$ cat config.mk
export PLATFORM = sky130hd
export DESIGN_NAME = src_sel_ctrl
export DESIGN_NICKNAME = d
export VERILOG_FILES = /design/src/rtl/src_sel_ctrl.sv
export SDC_FILE = /design/constraint.sdc
export NUM_CORES = 1
export LEC_CHECK = 0
export CORE_MARGIN = 2
export CORE_UTILIZATION = 40
export DETAILED_ROUTE_END_ITERATION = 8
export HOLD_SLACK_MARGIN = 0.05
export SLEW_MARGIN = 20
export SYNTH_ARGS = -nofsm -noshare
export SYNTH_HDL_FRONTEND = slang
export SYNTH_SLANG_ARGS = --single-unit
$ cat constraint.sdc
create_clock -name clk1280 -period 3 [get_ports clk1280]
set_input_delay 0.6 -clock clk1280 [delete_from_list [all_inputs] [get_ports clk1280]]
set_output_delay 0.6 -clock clk1280 [all_outputs]
set_load 0.05 [all_outputs]
$ cat src/rtl/src_sel_ctrl.sv
// Source-selection sequencer for the pattern-source mux: debounces the push buttons,
// follows PLL lock, optionally auto-cycles sources and blanks the output after each change.
module src_sel_ctrl #(
   parameter int DEB_CYCLES   = 1280000,
   parameter int DWELL_CYCLES = 128000000,
   parameter int GUARD_WORDS  = 8,
   parameter int NUM_SRC      = 4
) (
   input  logic       clk1280,
   input  logic       rst,
   input  logic       pll_locked,
   input  logic [1:0] pb,
   output logic [1:0] sel,
   output logic [1:0] indic,
   output logic       blank,
   output logic       src_switch,
   output logic       auto_mode
);

   localparam int DEB_W   = $clog2(DEB_CYCLES + 1);
   localparam int DWELL_W = $clog2(DWELL_CYCLES + 1);
   localparam int GUARD_W = $clog2(GUARD_WORDS + 1);

   typedef enum logic [1:0] {
      S_WAIT_LOCK = 2'd0,
      S_GUARD     = 2'd1,
      S_RUN       = 2'd2
   } state_t;

   logic [1:0] r_pb_meta;
   logic [1:0] r_pb_sync;
   logic       r_lock_meta;
   logic       r_lock_sync;
   logic [1:0] w_press;

   always_ff @(posedge clk1280 or posedge rst) begin
      if (rst) begin
         r_pb_meta   <= 2'b11;
         r_pb_sync   <= 2'b11;
         r_lock_meta <= 1'b0;
         r_lock_sync <= 1'b0;
      end else begin
         r_pb_meta   <= pb;
         r_pb_sync   <= r_pb_meta;
         r_lock_meta <= pll_locked;
         r_lock_sync <= r_lock_meta;
      end
   end

   // Per-button debounce; a press event fires on the edge the debounced level falls.
   generate
      for (genvar gi = 0; gi < 2; gi++) begin : g_deb
         logic [DEB_W-1:0] r_cnt;
         logic             r_lvl;
         logic             r_evt;

         always_ff @(posedge clk1280 or posedge rst) begin
            if (rst) begin
               r_cnt <= '0;
               r_lvl <= 1'b1;
               r_evt <= 1'b0;
            end else begin
               r_evt <= 1'b0;
               if (r_pb_sync[gi] == r_lvl) begin
                  r_cnt <= '0;
               end else if (r_cnt == DEB_W'(DEB_CYCLES - 1)) begin
                  r_cnt <= '0;
                  r_lvl <= r_pb_sync[gi];
                  r_evt <= ~r_pb_sync[gi];
               end else begin
                  r_cnt <= r_cnt + DEB_W'(1);
               end
            end
         end

         assign w_press[gi] = r_evt;
      end
   endgenerate

   state_t             r_state;
   state_t             w_state_next;
   logic [GUARD_W-1:0] r_guard;
   logic [GUARD_W-1:0] w_guard_next;
   logic [DWELL_W-1:0] r_dwell;
   logic [DWELL_W-1:0] w_dwell_next;
   logic [1:0]         r_sel;
   logic [1:0]         w_sel_next;
   logic [1:0]         r_indic;
   logic               r_blank;
   logic               w_blank_next;
   logic               r_switch;
   logic               w_switch_next;
   logic               r_auto;
   logic               w_auto_next;
   logic [1:0]         w_sel_inc;
   logic               w_dwell_done;

   assign w_sel_inc    = (r_sel == 2'(NUM_SRC - 1)) ? 2'd0 : r_sel + 2'd1;
   assign w_dwell_done = r_auto && (r_dwell == DWELL_W'(DWELL_CYCLES - 1));

   always_ff @(posedge clk1280 or posedge rst) begin
      if (rst) begin
         r_state  <= S_WAIT_LOCK;
         r_guard  <= '0;
         r_dwell  <= '0;
         r_sel    <= 2'd0;
         r_indic  <= 2'd0;
         r_blank  <= 1'b1;
         r_switch <= 1'b0;
         r_auto   <= 1'b0;
      end else begin
         r_state  <= w_state_next;
         r_guard  <= w_guard_next;
         r_dwell  <= w_dwell_next;
         r_sel    <= w_sel_next;
         r_indic  <= w_sel_next;
         r_blank  <= w_blank_next;
         r_switch <= w_switch_next;
         r_auto   <= w_auto_next;
      end
   end

   always_comb begin
      w_state_next  = r_state;
      w_guard_next  = r_guard;
      w_dwell_next  = r_dwell;
      w_sel_next    = r_sel;
      w_auto_next   = r_auto;
      w_blank_next  = r_blank;
      w_switch_next = 1'b0;

      // Lock loss overrides everything; sel and auto mode survive it.
      if (!r_lock_sync) begin
         w_state_next = S_WAIT_LOCK;
         w_blank_next = 1'b1;
         w_dwell_next = '0;
      end else begin
         case (r_state)
            S_WAIT_LOCK: begin
               w_state_next = S_GUARD;
               w_guard_next = GUARD_W'(GUARD_WORDS - 1);
               w_blank_next = 1'b1;
               w_dwell_next = '0;
            end
            S_GUARD: begin
               w_blank_next = 1'b1;
               if (w_press[1]) begin
                  w_auto_next = ~r_auto;
               end
               if (r_guard == '0) begin
                  w_state_next = S_RUN;
                  w_blank_next = 1'b0;
               end else begin
                  w_guard_next = r_guard - GUARD_W'(1);
               end
            end
            S_RUN: begin
               w_blank_next = 1'b0;
               if (r_auto) begin
                  w_dwell_next = r_dwell + DWELL_W'(1);
               end
               if (w_press[0] || w_dwell_done) begin
                  w_sel_next    = w_sel_inc;
                  w_switch_next = 1'b1;
                  w_dwell_next  = '0;
                  w_state_next  = S_GUARD;
                  w_guard_next  = GUARD_W'(GUARD_WORDS - 1);
                  w_blank_next  = 1'b1;
               end
               if (w_press[1]) begin
                  w_auto_next  = ~r_auto;
                  w_dwell_next = '0;
               end
            end
            default: begin
               w_state_next = S_WAIT_LOCK;
               w_blank_next = 1'b1;
            end
         endcase
      end
   end

   assign sel        = r_sel;
   assign indic      = r_indic;
   assign blank      = r_blank;
   assign src_switch = r_switch;
   assign auto_mode  = r_auto;

endmodule
==> results.toml <==
[status]
status = "finished clean"

[timing]
whs_ns = 0.356
tightestPinTransition_ns = 0.869
setup_violations = 0
relSlewSlack_pct = 42.1
setup_ws_ns = 0.259
finalCriticalPeriod_ns = 2.74
period_share_pct = 91.4
setup-tns-final_ns = 0
rsz0062_at_grt = "no"
fmax_mhz = 365
skew_ns = 0.00721
drv_slew = 0
hold_viol = 0

[worst_hold_path]
min_from = "r_pb_meta[1]"
hp-class = "register to register"
holdPathEnd = "r_pb_sync[1]"
holdPathStages = 0

[final_layout]
syn_to_final_growth_pct = 14.8
finalNonFillerCells = 638
nFillCells = 1002
post-route-util_pct = 47.6
n_antenna_cell = 0
layout_common_cells = "dfrtp_1 (83), nor2_1 (65), nand2_1 (50)"
layout_commonest_cell = "dfrtp_1"
final_nets = 507
drive_gt1_share_pct = 9.84

[routing]
viasPerCell = 5.41
wl_per_cell_um = 14.6
drc_errors = 0
dr.pass1.iters = 4
vias = 3450
finalWirelength_um = 9290
drtAntennaViolNets = 0
drt_iter0_markers = 232

[synthesis]
synth_cell_types = 54
ys_seq_elements = 90
synth-main-ff-cell = "dfrtp_1"
yosys_warnings = 0
ys_seq_area_share_pct = 49.6
async_flop_share_pct = 100
syn_avg_cell_area_um2 = 9.58
synth_nets = 490
synthCells = 476
netlist_area_mm2 = 0.00456
synth_edf_count = 0

[power_and_ir_drop]
power_frac_clock_pct = 43.2
power.leakage_nw = 2.15
sw_frac_of_total_pct = 26.3
pwr-share-comb_pct = 14.1
p_int_w = 0.00223
p_per_area_mw_per_mm2 = 578
p_seq_share_pct = 42.7
power_switching_w = 0.000797
ir_worst_vdd_uv = 321

[grt]
grt_pass1_vias = 3411
antenna_found_initial = 0
grtUsageTotal_pct = 15.9
grt_pass1_wl_um = 16200
grt_max_degree = 34
overflow = 0

[floorplan]
die_area_mm2 = 0.0123
pin_count = 12
rows = 38
die_w_um = 111
start_util_pct = 41.5
core_area_mm2 = 0.0110
fp.dieH_um = 111

[place]
dpl.hpwl_um = 6380
dp.cells = 622
gp_congestion = 0.826
post-place-ws_ns = 0.272
io_buffers = 11

[worst_setup_path]
startpoint_type = "register"
worstPathRequired_ns = 3.25
critPathKind = "register to register"
rr_startpoint = "r_state[0]"
rrSetupSlack_ns = 0.26
cp_max_fo = 13
worstSetupEndpointType = "register"
rr_endpoint = "r_dwell[23]"
arrival_ns = 2.99
r2r_cells = 8

[cts]
path_clk_slew_ns = 0.06
cts_tree = "yes"
cts_sinks = 90
cts_root_buf = "clkbuf_16"
cts_buffers = 9
cts_resized = 0
clock_latency_ns = 0.34
clock_path_buffers = 2
cts_max_level = 3
cts_setup_buffers = 0
hold_buffers = 0

[flow_run]
cap_violations = 0
-- cells by family (layout without fill, tap and decap cells) --
family | Yosys count | after routing | share of synthesized area (%)
flops | 90 | 90 | 49.6
mux | 6 | 6 | 1.43
buf+inv | 33 | 55 | 2.96
xor+xnor | 41 | 41 | 7.88
fa+ha+maj | 9 | 9 | 2.47
compound gates | 74 | 74 | 10.7
simple gates | 223 | 223 | 25.0
-- layout make-up --
cell class / instances / area, µm² / area share, %
inverter: 16 / 61.3 / 1.17
multi-input combinational: 353 / 2180 / 41.6
tap: 140 / 175 / 3.35
timing repair buffer: 23 / 213 / 4.07
sequential: 90 / 2260 / 43.2
clock buffer: 9 / 225 / 4.30
clock inverter: 7 / 121 / 2.32
-- critical path, cell delays in order, from the launching register on --
cell	delay, ns
dfrtp_1	0.41
inv_1	0.11
ha_1	0.23
nand2_1	0.09
or4_1	0.47
a21oi_1	0.70
buf_4	0.32
o21ai_0	0.13
a31oi_1	0.20
-- sequential cells by signal, summed over array words and instances (netlist names) --
name         count
src_switch       1
r_dwell         27
blank            1
r_lock_meta      1
r_guard          4
g_deb.r_cnt     42
indic            2
r_pb_meta        2
r_state          2
g_deb.r_evt      2
g_deb.r_lvl      2
auto_mode        1
r_lock_sync      1
r_pb_sync        2
-- power by group through the flow --
stage	combinational, W	sequential, W	clock, W
6_report	0.000427	0.00129	0.00131
3_3_place_gp	0.000414	0.00131	0
2_1_floorplan	0.000289	0.00133	0
3_5_place_dp	0.000426	0.00131	0
4_1_cts	0.000428	0.00129	0.00134
5_1_grt	0.000479	0.00130	0.00139
-- worst max path at each step --
stage | cells past startpoint | slack, ns | from | end
2_1_floorplan | 1 | 0.08 | rst | auto_mode
3_3_place_gp | 8 | 0.43 | r_state[0] | r_dwell[23]
3_5_place_dp | 8 | 0.27 | r_state[0] | r_dwell[23]
4_1_cts | 8 | 0.26 | r_state[0] | r_dwell[23]
5_1_grt | 8 | 0.05 | r_state[0] | r_dwell[23]
6_report | 8 | 0.26 | r_state[0] | r_dwell[23]
-- cell usage after synthesis, drive strengths merged (3+ instances only) --
cell type  number  area (µm²)
dfrtp          83        2080
nor2           65         244
nand2          50         188
nand3          29         145
a31oi          27         169
xnor2          22         193
nand4          19         119
xor2           19         166
inv            16        60.1
o21ai          13        65.1
and3           12        75.1
clkbuf         12        45.0
nor4           10        98.8
a21oi           9        48.8
ha              9         113
nor3            8        40.0
dfstp           7         184
buf             5        30.0
a21o            4        30.0
mux2            4        45.0
nor4b           4        35.0
or2             4        25.0
or4             4        33.8
and4            3        26.3
nand2b          3        18.8
nand4b          3        26.3
o211ai          3        22.5
-- metal layers --
layer | track usage, % | up-vias | share of wire, %
li1 | - | 1724 | -
met4 | 4.92 | 0 | 0.97
met2 | 26.1 | 36 | 48
met1 | 20.7 | 1683 | 48
met3 | 3.99 | 7 | 2.6
met5 | 0 | - | 0
-- stage by stage --
| stage | total power [W] | area, µm² |
|---|---|---|
| floorplan | 0.00162 | 4560 |
| global placement | 0.00173 | 4890 |
| detailed placement | 0.00174 | 4890 |
| CTS | 0.00306 | 5230 |
| global route | 0.00317 | 5230 |
| finish | 0.00302 | 5230 |
No activity file was read; power rests on OpenSTA's default activity.
